===== config.mk =====
export PLATFORM = sky130hd
export DESIGN_NAME = im_loader
export DESIGN_NICKNAME = d
export VERILOG_FILES = /design/src/rtl/im_loader.sv
export SDC_FILE = /design/constraint.sdc
export NUM_CORES = 1
export LEC_CHECK = 0
export ABC_AREA = 1
export ABC_CLOCK_PERIOD_IN_PS = 2200
export BUFFER_PORTS_ARGS = -buffer_cell sky130_fd_sc_hd__buf_2
export CORE_ASPECT_RATIO = 1.5
export CORE_MARGIN = 2
export CORE_UTILIZATION = 25
export CTS_BUF_LIST = sky130_fd_sc_hd__clkbuf_4 sky130_fd_sc_hd__clkbuf_8 sky130_fd_sc_hd__clkbuf_16
export CTS_CLUSTER_SIZE = 25
export DETAILED_ROUTE_END_ITERATION = 6
export GPL_ROUTABILITY_DRIVEN = 0
export SLEW_MARGIN = 20
export SYNTH_ARGS = -nofsm -noshare
export SYNTH_HDL_FRONTEND = slang
export SYNTH_SLANG_ARGS = --single-unit

===== constraint.sdc =====
create_clock -name clk -period 2.2 [get_ports clk]
set_clock_uncertainty 0.1 [all_clocks]
set_input_delay 0.11 -clock clk [delete_from_list [all_inputs] [get_ports clk]]
set_output_delay 0.11 -clock clk [all_outputs]
set_load 0.01 [all_outputs]

===== src/rtl/im_loader.sv =====
// im_loader: streams a length-prefixed big-endian byte image into instruction memory while holding the CPU.
//   clk, rst_n (async active-low)   start/abort: load control
//   byte_valid/byte_data/byte_ready: inbound byte stream handshake
//   im_we/im_waddr/im_wdata: one-cycle-per-word memory write port
//   cpu_hold, busy, done, err, word_count: status
module im_loader #(
  parameter int ADDR_W = 10,
  parameter int DEPTH  = 1024
) (
  input  logic              clk,
  input  logic              rst_n,
  input  logic              start,
  input  logic              abort,
  input  logic              byte_valid,
  input  logic [7:0]        byte_data,
  output logic              byte_ready,
  output logic              im_we,
  output logic [ADDR_W-1:0] im_waddr,
  output logic [31:0]       im_wdata,
  output logic              cpu_hold,
  output logic              busy,
  output logic              done,
  output logic              err,
  output logic [15:0]       word_count
);
  typedef enum logic [2:0] {IDLE, LEN_HI, LEN_LO, DATA, WRITE, DONE} state_t;
  localparam logic [16:0] DEPTH_L = 17'(DEPTH);
  state_t state, next;
  logic [15:0] len, n_in, wc_next;
  logic [31:0] word;
  logic [1:0]  bcnt;
  logic        acc, over, kill;
  assign byte_ready = (state == LEN_HI) || (state == LEN_LO) || (state == DATA);
  assign acc        = byte_valid && byte_ready;
  assign kill       = abort && (state != IDLE);
  assign n_in       = {len[15:8], byte_data};
  assign over       = {1'b0, n_in} > DEPTH_L;
  assign wc_next    = word_count + 16'd1;
  assign im_we      = state == WRITE;
  // address/data are gated to WRITE so the port never shows an index past DEPTH-1
  assign im_waddr   = im_we ? word_count[ADDR_W-1:0] : '0;
  assign im_wdata   = im_we ? word : '0;
  assign busy       = state != IDLE;
  assign cpu_hold   = state != IDLE;
  assign done       = state == DONE;
  always_ff @(posedge clk or negedge rst_n)
    if (!rst_n) state <= IDLE;
    else state <= next;
  always_comb begin
    next = state;
    case (state)
      IDLE:    next = start ? LEN_HI : IDLE;
      LEN_HI:  next = acc ? LEN_LO : LEN_HI;
      LEN_LO:  next = !acc ? LEN_LO : (n_in == 16'd0) ? DONE : over ? IDLE : DATA;
      DATA:    next = (acc && bcnt == 2'd3) ? WRITE : DATA;
      WRITE:   next = (wc_next == len) ? DONE : DATA;
      DONE:    next = IDLE;
      default: next = IDLE;
    endcase
    if (kill) next = IDLE;
  end
  always_ff @(posedge clk or negedge rst_n)
    if (!rst_n) begin
      len        <= '0;
      word       <= '0;
      bcnt       <= '0;
      err        <= 1'b0;
      word_count <= '0;
    end else if (state == IDLE && start) begin
      err        <= 1'b0;
      word_count <= '0;
      bcnt       <= '0;
    end else if (kill) begin
      bcnt <= '0;
    end else begin
      if (state == LEN_HI && acc) len[15:8] <= byte_data;
      if (state == LEN_LO && acc) begin
        len[7:0] <= byte_data;
        if (over) err <= 1'b1;
      end
      if (state == DATA && acc) begin
        word <= {word[23:0], byte_data};
        bcnt <= bcnt + 2'd1;
      end
      if (state == WRITE) word_count <= wc_next;
    end
endmodule


==> summary.txt, run 1 <==
Clock network
  • CTS tree: done
  • Clk pin slew, worst setup/hold paths: 0.06 ns
  • Worst-case clock buffer depth: 2
  • Root buf cell: clkbuf_16
  • Clk_lat worst skew: 0.33 ns
  • CTS Sinks: 70
  • H-tree levels: 3
  • Setup bufs post-CTS: 0
  • TritonCTS Buffers: 9

Final layout
  • Fin cells: 788
  • N_diodes: 0
  • Commonest cells after routing, fill and taps aside: 128 x nand2_1, 76 x inv_1, 76 x buf_2, 70 x dfrtp_1, 62 x nor2_1
  • Area of the multi-input gates: 1629 sq um
  • Final net count: 602
  • Filler cells: 1651
  • Layout area overhead: 24.98%
  • Sequential cell area: 1752 sq um
  • Final Cell Area: 4676 sq um
  • Leading cell type in the layout, fill and taps excluded: nand2_1
  • Share of layout cells above drive strength 1: 20.10%

Synthesis
  • Syn_nets: 523
  • Share of the synthesized area in the top cell type: 46.82%
  • EDFF count, synth: 0
  • Main synth FF type: dfrtp_1
  • Register bit total from synthesis: 70
  • Syn avg cell area: 7.364 sq um
  • Largest cells by area after synthesis: dfrtp_1 47%, nand2_1 13%, o21ai_0 7.6%
  • Post-synth ARST share: 100.0%
  • Yosys Warn Count: 0
  • Post-synthesis cell count: 508
  • Post-synth top area cell: dfrtp_1
  • Sequential-to-total area share from yosys stat: 46.82%
  • Syn Std Cell Area: 3741 sq um
  • Synth unique cells: 29

STA
  • Period utilization: 93.37%
  • Max_slew headroom: 70.59%
  • RSZ-0062 raised after global routing: no
  • Fin. Hold Viols: 0
  • Max-slew violations: 0
  • Setup violators final: 0
  • Final Critical Period: 2.054 ns
  • Max frequency: 486.8 MHz
  • Min Hold Slack: 0.01649 ns
  • Worst Tran Pin Value: 0.4400 ns
  • Setup TNS Final: 0 ns

Placement
  • Buffers added on ports: 76
  • Detailed Place HPWL: 7.625 mm
  • Post-Place Cells: 771
  • Placement Cell Area: 4373 sq um

Setup path
  • Worst Setup End Kind: output port
  • FF-to-FF Start: word_count[0]$_DFFE_PN0P_
  • Worst Path Arrival: 1.84 ns
  • Crit path from: state[1]$_DFF_PN0_
  • Critical Path End: im_wdata[5]
  • CP Data Required Time: 1.99 ns
  • Startpoint types: flip-flop
  • R2R Setup Slk: 0.19 ns
  • Crit path max fanout: 42
  • RR Endpoint: state[2]$_DFF_PN0_
  • R2R depth: 11
  • Critical Setup Path Class: flip-flop to output port

Floorplan
  • Die W: 103.9 um
  • I/O Pins: 77
  • Die H: 153.8 um
  • Rows: 54
  • Core Area: 14590 sq um
  • Die Area: 15980 sq um
  • Initial core utilization: 25.63%

Routing
  • Iter 0 DRT Violations: 219
  • Vias post-DR: 3430
  • Vias per cell: 4.353
  • Routed WL: 10.23 mm
  • Drt pass-1 iters: 4
  • Antenna viol nets, final: 0
  • Per-cell routed wire length: 12.98 um
  • # DRC: 0

GRT
  • First-pass GRT wire length: 16.93 mm
  • GRT Total Usage: 13.35%
  • Number of global-route vias before repair: 3373
  • Remaining Overflow, GRT: 0
  • Largest net degree at the start of global routing: 66
  • Initial antenna violation count: 0

Pwr
  • Leak: 0.002416 uW
  • PwrDens: 983.8 nW/um^2
  • Tot Pwr: 4600 uW
  • Worst vdd ir: 0.3679 mV

Flow run
  • Maxcap violations: 0

Min path
  • Worst min path class: input pin to flip-flop

Run status
  • Status: finished, final reports clean
-- critical path: stages, from the launching register on --
cell	delay, ns
dfrtp_1	0.42
nor2_2	0.22
inv_1	0.10
nor2_4	0.15
inv_2	0.08
buf_6	0.21
nor2_1	0.17
buf_2	0.16
-- registers in the layout (all words and copies together) (netlist names) --
name,flops
word,32
len,16
word_count,16
state,3
bcnt,2
err,1
-- through the flow --
step,setup slack (ns),util (%)
detailed placement,0.2577,29.96
finish,0.1460,32.04
global route,0.005451,32.04
CTS,0.02770,31.96
global placement,0.2812,29.96
floorplan,0.3354,-
-- kinds of logic (layout without fill, tap and decap cells) --
logic type	Yosys count	count (layout)	share of synthesized area [%]
compound gates	77	77	10.74
xor+xnor	5	5	1.639
fa+ha+maj	2	2	0.6688
buf+inv	95	179	9.899
flops	70	70	46.82
simple gates	259	259	30.23
-- metal layers --
metal	track usage, %	up-vias	share of wire (%)
li1	-	1769	-
met1	14.82	1591	41
met2	25.00	58	54
met3	2.374	12	2.6
met4	5.277	0	2.3
met5	0	-	0
-- worst min path at each step --
stage                 startpoint                   endpoint  slack (ns)  depth (start not counted)
floorplan                  rst_n        bcnt[0]$_DFFE_PN0P_       -0.29                          0
global placement           rst_n  word_count[1]$_DFFE_PN0P_       -0.11                          1
detailed placement         rst_n  word_count[1]$_DFFE_PN0P_       -0.11                          1
CTS                 byte_data[6]         len[6]$_DFFE_PN0P_       0.005                          3
global route        byte_data[6]         len[6]$_DFFE_PN0P_        0.04                          3
finish              byte_data[6]         len[6]$_DFFE_PN0P_        0.02                          3
-- timing repair --
action,CTS,global route
endpoints found under the setup margin,0,21
hold endpoints to repair,70,0
hold buffers,1,0
gates resized for setup,0,4
-- cell type report --
cell class	count	share of cell area [%]
Sequential cell	70	37.46
Clock inverter	5	0.7493
Multi-Input combinational cell	343	34.84
Tap cell	196	5.245
Inverter	79	6.342
Timing Repair Buffer	84	10.09
Clock buffer	11	5.272
-- cell usage after synthesis, types with 6 or more instances --
library cell	n
nand4_1	8
dfrtp_1	70
nor2_1	63
o22ai_1	11
nor3_1	6
nand2_1	129
nand3_1	32
clkbuf_1	9
inv_1	76
o21ai_0	57
-- power breakdown --
group          total (uW)  internal [uW]  switching (uW)
combinational        1190            468             720
sequential           2060           1730             324
clock                1350            806             547
total                4600           3010            1590
Note: power is estimated with default switching activity, not from simulation.
==> run 2: changes to the inputs <==
--- a/config.mk
+++ b/config.mk
@@ -6,7 +6,7 @@
 export NUM_CORES = 1
 export LEC_CHECK = 0
 export ABC_AREA = 1
-export ABC_CLOCK_PERIOD_IN_PS = 2200
+export ABC_CLOCK_PERIOD_IN_PS = 2600
 export BUFFER_PORTS_ARGS = -buffer_cell sky130_fd_sc_hd__buf_2
 export CORE_ASPECT_RATIO = 1.5
 export CORE_MARGIN = 2
==> constraint.sdc (replaced) <==
create_clock -name clk -period 2.6 [get_ports clk]
set_clock_uncertainty 0.1 [all_clocks]
set_input_delay 0.13 -clock clk [delete_from_list [all_inputs] [get_ports clk]]
set_output_delay 0.13 -clock clk [all_outputs]
set_load 0.01 [all_outputs]
==> run 2 against run 1 <==
Against the previous run: register-to-register slack improved by 0.33 ns; via count decreased by 0.26%; first-iteration DRC count decreased by 13%; largest power group unchanged; cell area decreased by 0.72%; highest routed layer unchanged.
==> summary.txt, run 2 (same netlist as run 1, synthesis figures left out) <==
STA
  • Setup TNS Final: 0 ns (unchanged)
  • Period utilization: 83.61%
  • Max-slew violations: 0 (unchanged)
  • RSZ-0062 raised after global routing: no
  • Fin. Hold Viols: 0 (unchanged)
  • Final Critical Period: 2.174 ns
  • Max_slew headroom: 64.47% (-6.1 points)
  • Max frequency: 460.0 MHz
  • Setup violators final: 0 (unchanged)
  • Worst Tran Pin Value: 0.5329 ns (+0.09286 ns)

Final layout
  • Sequential cell area: 1752 sq um (unchanged)
  • Share of layout cells above drive strength 1: 19.52% (-0.58 points)
  • Final net count: 600 (-0.33%)
  • Biggest register: word
  • Max FFs per register: 32 (unchanged)
  • N_diodes: 0 (unchanged)
  • Layout area overhead: 24.08%
  • Top Registers: word: 32 flops, len: 16 flops, word_count: 16 flops
  • Area of the multi-input gates: 1622 sq um (-0.46%)
  • Final Cell Area: 4642 sq um (-0.72%)
  • Commonest cells after routing, fill and taps aside: 128 x nand2_1, 76 x inv_1, 76 x buf_2, 70 x dfrtp_1, 63 x nor2_1
  • Filler cells: 1609 (-2.5%)
  • Leading cell type in the layout, fill and taps excluded: nand2_1

GRT
  • Largest net degree at the start of global routing: 66 (unchanged)
  • Remaining Overflow, GRT: 0 (unchanged)
  • Initial antenna violation count: 0 (unchanged)
  • Number of global-route vias before repair: 3421 (+1.4%)
  • GRT Total Usage: 13.36% (about the same)
  • First-pass GRT wire length: 16.89 mm (-0.20%)

Setup path
  • CP max-delay cell: dfrtp_1
  • Critical Setup Path Class: flip-flop to output port
  • Worst Path Arrival: 1.94 ns (+0.10 ns)
  • Worst Setup End Kind: output port
  • Crit path max fanout: 42 (unchanged)
  • Worst path max stage delay: 0.40 ns (-0.02 ns)
  • R2R Setup Slk: 0.52 ns (+0.33 ns)
  • Startpoint types: flip-flop
  • CP Data Required Time: 2.37 ns (+0.38 ns)
  • Crit-path cells: nor2_2 > inv_1 > nor2_4 > inv_2 > buf_4 > nor2_1 > buf_2

Floorplan
  • I/O Pins: 77 (unchanged)
  • Die H: 153.8 um (unchanged)
  • Rows: 54 (unchanged)
  • Core Area: 14590 sq um (unchanged)
  • Die Area: 15980 sq um (unchanged)
  • Die W: 103.9 um (unchanged)
  • Initial core utilization: 25.63% (unchanged)

Routing
  • Drt pass-1 iters: 4 (unchanged)
  • Routed WL: 10.27 mm (+0.42%)
  • Vias post-DR: 3421 (-0.26%)
  • Per-cell routed wire length: 13.09 um (+0.80%)
  • Vias per cell: 4.358 (+0.12%)
  • Antenna viol nets, final: 0 (unchanged)
  • # DRC: 0 (unchanged)
  • Iter 0 DRT Violations: 190 (-13%)

Pwr
  • Leak: 0.002398 uW (-0.73%)
  • Worst vdd ir: 0.4342 mV (+18%)
  • PwrDens: 859.3 nW/um^2 (-13%)

Clock network
  • Root buf cell: clkbuf_16
  • Worst-case clock buffer depth: 2 (unchanged)
  • H-tree levels: 3 (unchanged)
  • CTS Sinks: 70 (unchanged)
  • Clk_lat worst skew: 0.33 ns (about the same)
  • CTS tree: done
  • TritonCTS Buffers: 9 (unchanged)
  • Resized cells post-CTS: 0 (unchanged)
  • Clk pin slew, worst setup/hold paths: 0.05 ns (about the same)

Placement
  • Placement Cell Area: 4333 sq um (-0.92%)
  • Buffers added on ports: 76 (unchanged)
  • Detailed Place HPWL: 7.744 mm (+1.6%)

Run status
  • Status: finished, final reports clean

Flow run
  • Maxcap violations: 0 (unchanged)

Min path
  • Worst min path class: input pin to flip-flop
[run 2: cell types whose count changed in the layout (fill, tap and decap cells not counted), sizes merged]
cell      previous run  this run
clkbuf              11        12
bufinv               0         1
clkinvlp             1         2
buf                 83        81
clkinv               5         1
[run 2: stage by stage]
step	setup WS, ns	utilization (%)	hold slack, ns	std cells	power [uW]
5_1_grt	0.2840	31.81	0.04826	785	4305
6_report	0.4261	31.81	0.01817	785	3989
3_5_place_dp	0.5514	29.69	0.03416	769	2771
2_1_floorplan	0.7354	-	-0.2656	508	2455
3_3_place_gp	0.5646	29.69	0.03100	769	2747
4_1_cts	0.3730	31.81	0.01197	785	4022
[run 2: critical path, delay by kind of cell (launching register included)]
kind | cells | cell delay, ns
DFF | 1 | 0.40
buffers and inverters | 4 | 0.61
and+or+nand+nor | 3 | 0.59
[run 2: worst paths after layout]
path	start	end	cells after the start
hold reg to reg	bcnt[1]$_DFFE_PN0P_	bcnt[1]$_DFFE_PN0P_	2
hold / removal	byte_data[6]	len[6]$_DFFE_PN0P_	3
setup reg to reg	word_count[7]$_DFFE_PN0P_	state[2]$_DFF_PN0_	12
min in group asynchronous	rst_n	word_count[5]$_DFFE_PN0P_	2
setup / recovery	state[1]$_DFF_PN0_	im_wdata[7]	7
max in group asynchronous	rst_n	word[13]$_DFFE_PN0P_	3
[run 2: cell type report]
cell class              count  area share [%]
repair buffers             82           9.218
inverters                  79           6.388
clock buffers              12           5.472
flip-flops and latches     70           37.74
clock inverters             3          0.9704
multi-input cells         343           34.93
well taps                 196           5.283
[run 2: timing repair]
action                                 4_1_cts  5_1_grt
endpoints found under the hold margin       19        0
setup buffers                                0        0
hold buffers                                 1        0
[run 2: power by group]
group | switching (uW) | leakage (uW) | internal (uW)
logic | 625 | 0.00136 | 387
clock network | 456 | 0.000142 | 785
registers | 267 | 0.000897 | 1470
total | 1350 | 0.00240 | 2640
[run 2: metal layers]
metal / track usage [%] / wire (um) / share of wire [%] / up-vias
met3: 2.374 / 266 / 2.6 / 13
met1: 14.74 / 4316 / 42 / 1610
met2: 25.00 / 5490 / 53 / 45
li1: - / - / - / 1753
met5: 0 / 0 / 0 / -
met4: 5.534 / 200 / 1.9 / 0
==> run 3: changes to the inputs <==
--- a/config.mk
+++ b/config.mk
@@ -5,8 +5,8 @@
 export SDC_FILE = /design/constraint.sdc
 export NUM_CORES = 1
 export LEC_CHECK = 0
-export ABC_AREA = 1
-export ABC_CLOCK_PERIOD_IN_PS = 2600
+export ABC_AREA = 0
+export ABC_CLOCK_PERIOD_IN_PS = 1830
 export BUFFER_PORTS_ARGS = -buffer_cell sky130_fd_sc_hd__buf_2
 export CORE_ASPECT_RATIO = 1.5
 export CORE_MARGIN = 2
==> constraint.sdc (replaced) <==
create_clock -name clk -period 1.83 [get_ports clk]
set_clock_uncertainty 0.1 [all_clocks]
set_input_delay 0.0915 -clock clk [delete_from_list [all_inputs] [get_ports clk]]
set_output_delay 0.0915 -clock clk [all_outputs]
set_load 0.01 [all_outputs]
==> run 3 against run 2 <==
Against the previous run: the run now ends with negative setup slack left; sequential share of layout area fell by 4.9 points; highest routed layer unchanged; first-iteration DRC count fell by 8.4%; global-route usage rose by 0.71 points; largest cell class is now multi-input combinational cells; flip-flop and latch count did not move; sequential power rose by 29%; critical endpoint is now state[1]$_DFF_PN0_.
==> summary.txt, run 3 <==
Min path
  • Worst min path class: input pin to flip-flop
  • Critical hold path startpoint: byte_data[5]

Final layout
  • Biggest register: word
  • Final net count: 511 (-15%)
  • Max FFs per register: 32 (unchanged)
  • Final Cell Area: 5341 sq um (+15%)
  • N_diodes: 0 (unchanged)
  • Top Registers: word: 32 flops, len: 16 flops, word_count: 16 flops
  • Commonest cells after routing, fill and taps aside: 76 x buf_2, 67 x dfrtp_1, 47 x mux2_2, 47 x buf_4, 45 x and3_1
  • Share of layout cells above drive strength 1: 43.51% (+24 points)
  • Layout area overhead: 40.15%
  • Filler cells: 1587 (-1.4%)
  • Post-layout util: 35.60% (+3.8 points)
  • Leading cell type in the layout, fill and taps excluded: buf_2

Synthesis
  • Simple logic cell fraction of the synthesized area: 20.26% (-10 points)
  • Share of the synthesized area in the top cell type: 45.96% (-0.86 points)
  • Syn_nets: 387 (-26%)
  • Post-synth ARST share: 100.0% (unchanged)
  • Multiplexer share of the synthesized area: 14.41% (+14 points)
  • Post-synthesis cell count: 372 (-27%)
  • Post-synth top area cell: dfrtp_1
  • Most instantiated library cell after synthesis: dfrtp_1
  • Sequential-to-total area share from yosys stat: 45.96% (-0.86 points)
  • Syn Std Cell Area: 3811 sq um (+1.9%)
  • Synth Area in Compound Gates: 9.882% (-0.85 points)
  • XOR/XNOR Fraction of Synth Area: 4.990% (+3.4 points)
  • EDFF count, synth: 0 (unchanged)
  • Synth Area in Adders: 0.9192% (+0.25 points)
  • Synth unique cells: 49 (+69%)
  • Register bit total from synthesis: 70 (unchanged)
  • Main combinational cell family by area after synthesis: simple AND/OR/NAND/NOR gates
  • Syn avg cell area: 10.25 sq um (+39%)
  • Post-synth top cells: 70 x dfrtp_1, 47 x mux2_2, 45 x and3_1, 30 x o21ai_0, 25 x clkbuf_1
  • Main synth FF type: dfrtp_1
  • Largest cells by area after synthesis: dfrtp_1 46%, mux2_2 14%, and3_1 7.4%
  • Yosys Warn Count: 0 (unchanged)

STA
  • Period utilization: 125.3%
  • RSZ-0062 raised after global routing: yes
  • Max-slew violations: 0 (unchanged)
  • Setup violators final: 3 (+3)
  • Setup TNS Final: -0.9233 ns (-0.9233 ns)
  • Fin. Hold Viols: 0 (unchanged)
  • Setup WS post-layout: -0.4635 ns (-0.8896 ns)
  • Max frequency: 436.0 MHz
  • Max_slew headroom: 59.12% (-5.4 points)
  • Worst Tran Pin Value: 0.6132 ns (+0.08028 ns)
  • Final Critical Period: 2.294 ns

Floorplan
  • Die Area: 16270 sq um (+1.8%)
  • Initial core utilization: 25.40% (-0.23 points)
  • Core Area: 15000 sq um (+2.8%)
  • Rows: 55 (+1.9%)
  • Die H: 155.2 um (+0.91%)
  • Die W: 104.8 um (+0.90%)
  • I/O Pins: 77 (unchanged)

Setup path
  • Crit path from: word_count[1]$_DFFE_PN0P_
  • CP top delay family: simple AND/OR/NAND/NOR gates
  • CP Data Required Time: 1.94 ns (-0.43 ns)
  • Worst Path Buf+Inv: 0 (-4)
  • Worst Setup End Kind: flip-flop
  • CP max-delay cell: or4b_4
  • Crit path max fanout: 2 (-95%)
  • RR Endpoint: state[1]$_DFF_PN0_
  • Critical Path End: state[1]$_DFF_PN0_
  • Levels on crit path: 7 (unchanged)
  • Worst path max stage delay: 0.52 ns (+0.12 ns)
  • Worst Path Arrival: 2.40 ns (+0.46 ns)
  • Crit-path cells: ha_4 > xor2_2 > a2111oi_2 > o211ai_1 > or4b_4 > nor4_4 > o21ai_1
  • FF-to-FF Start: word_count[1]$_DFFE_PN0P_
  • R2R Setup Slk: -0.46 ns (-0.98 ns)
  • Critical Setup Path Class: flip-flop to flip-flop
  • R2R depth: 7 (-5)
  • Startpoint types: flip-flop

Routing
  • Iter 0 DRT Violations: 174 (-8.4%)
  • Routed WL: 11.21 mm (+9.1%)
  • # DRC: 0 (unchanged)
  • Per-cell routed wire length: 16.02 um (+22%)
  • Vias post-DR: 3332 (-2.6%)
  • Vias per cell: 4.760 (+9.2%)
  • Drt pass-1 iters: 4 (unchanged)
  • Antenna viol nets, final: 0 (unchanged)

Pwr
  • Sw frac: 30.75% (-3.1 points)
  • Worst vdd ir: 0.4476 mV (+3.1%)
  • P_sw: 1723 uW (+28%)
  • Combinational fraction of design power: 27.2% (+1.8 points)
  • Clk pwr share: 32.9% (+1.8 points)
  • PwrDens: 1049 nW/um^2 (+22%)
  • Int Pwr: 3881 uW (+47%)
  • Leak: 0.002748 uW (+15%)
  • Reg power frac: 39.9% (-3.6 points)
  • Tot Pwr: 5605 uW (+41%)

GRT
  • GRT Total Usage: 14.07% (+0.71 points)
  • Remaining Overflow, GRT: 0 (unchanged)
  • Number of global-route vias before repair: 3348 (-2.1%)
  • Initial antenna violation count: 0 (unchanged)
  • First-pass GRT wire length: 17.75 mm (+5.1%)
  • Largest net degree at the start of global routing: 44 (-33%)

Placement
  • Detailed Place HPWL: 8.100 mm (+4.6%)
  • Pre-CTS setup slack: -0.5474 ns (-1.099 ns)
  • Placement Cell Area: 4821 sq um (+11%)
  • Buffers added on ports: 76 (unchanged)

Flow run
  • Maxcap violations: 0 (unchanged)

Clock network
  • CTS Sinks: 70 (unchanged)
  • Root buf cell: clkbuf_16
  • H-tree levels: 3 (unchanged)
  • Clk pin slew, worst setup/hold paths: 0.06 ns (about the same)
  • CTS tree: done
  • Clk_lat worst skew: 0.33 ns (about the same)
  • TritonCTS Buffers: 9 (unchanged)
  • Worst-case clock buffer depth: 2 (unchanged)

Run status
  • Status: finished, violations left
  • Failing checks: negative setup slack
==> run 3: cell count changes after synthesis, sizes merged, moves of 17 or more <==
cell | before | now
mux2 | 0 | 47
and3 | 0 | 49
inv | 78 | 5
nor2 | 72 | 19
nand3 | 33 | 10
clkbuf | 9 | 26
o21ai | 60 | 32
nand2 | 132 | 22
==> run 3: per-layer routing <==
layer	wire length, um	vias up	track usage (%)
met1	4757	1632	15.83
met5	0	-	0
li1	-	1598	-
met4	226	0	5.841
met3	351	17	2.597
met2	5878	85	25.88
==> run 3: cell families after synthesis <==
family                   count (synthesis)
AO/OA/AOI/OAI                           60
XOR/XNOR                                20
adder cells (fa/ha/maj)                  3
multiplexers                            49
buffers and inverters                   33
AND/OR/NAND/NOR                        137
flip-flops                              70
==> run 3: final cells by class <==
cell class                      instances  area [sq um]  area share [%]
Clock inverter                          3         40.04          0.7496
Clock buffer                           13         280.3           5.247
Inverter                                5         18.77          0.3514
Sequential cell                        70          1755           32.86
Multi-Input combinational cell        269          2017           37.76
Timing Repair Buffer                  141         980.9           18.36
Tap cell                              199         249.0           4.662
==> run 3: stage by stage <==
step	instances	hold slack (ns)
after detailed placement	674	0.02831
after global placement	674	0.02495
after CTS	700	0.01662
after floorplan	372	-0.3041
after global routing	700	0.03132
final	700	0.03193
==> run 3: worst min-delay path by stage <==
stage | end | cells past startpoint | slack, ns
floorplan | bcnt[0]$_DFFE_PN0P_ | 0 | -0.30
global placement | word_count[12]$_DFFE_PN0P_ | 1 | 0.02
detailed placement | word_count[12]$_DFFE_PN0P_ | 1 | 0.03
CTS | word[5]$_DFFE_PN0P_ | 2 | 0.02
global route | word[5]$_DFFE_PN0P_ | 2 | 0.03
finish | word[5]$_DFFE_PN0P_ | 2 | 0.03
==> run 3: repair_timing <==
| action | CTS | global route |
|---|---|---|
| setup buffers | 1 | 0 |
| pin swaps | 2 | 2 |
| hold buffers | 9 | 0 |
| setup endpoints to repair | 36 | 47 |
| hold endpoints to repair | 37 | 0 |
| resized for setup | 11 | 10 |
==> run 3: power by group through the flow <==
stage | Sequential (uW) | Clock (uW) | Combinational (uW)
finish | 2240 | 1840 | 1520
global placement | 2200 | 0 | 1340
CTS | 2210 | 1910 | 1490
global route | 2290 | 1990 | 1680
floorplan | 2100 | 0 | 992
detailed placement | 2220 | 0 | 1390
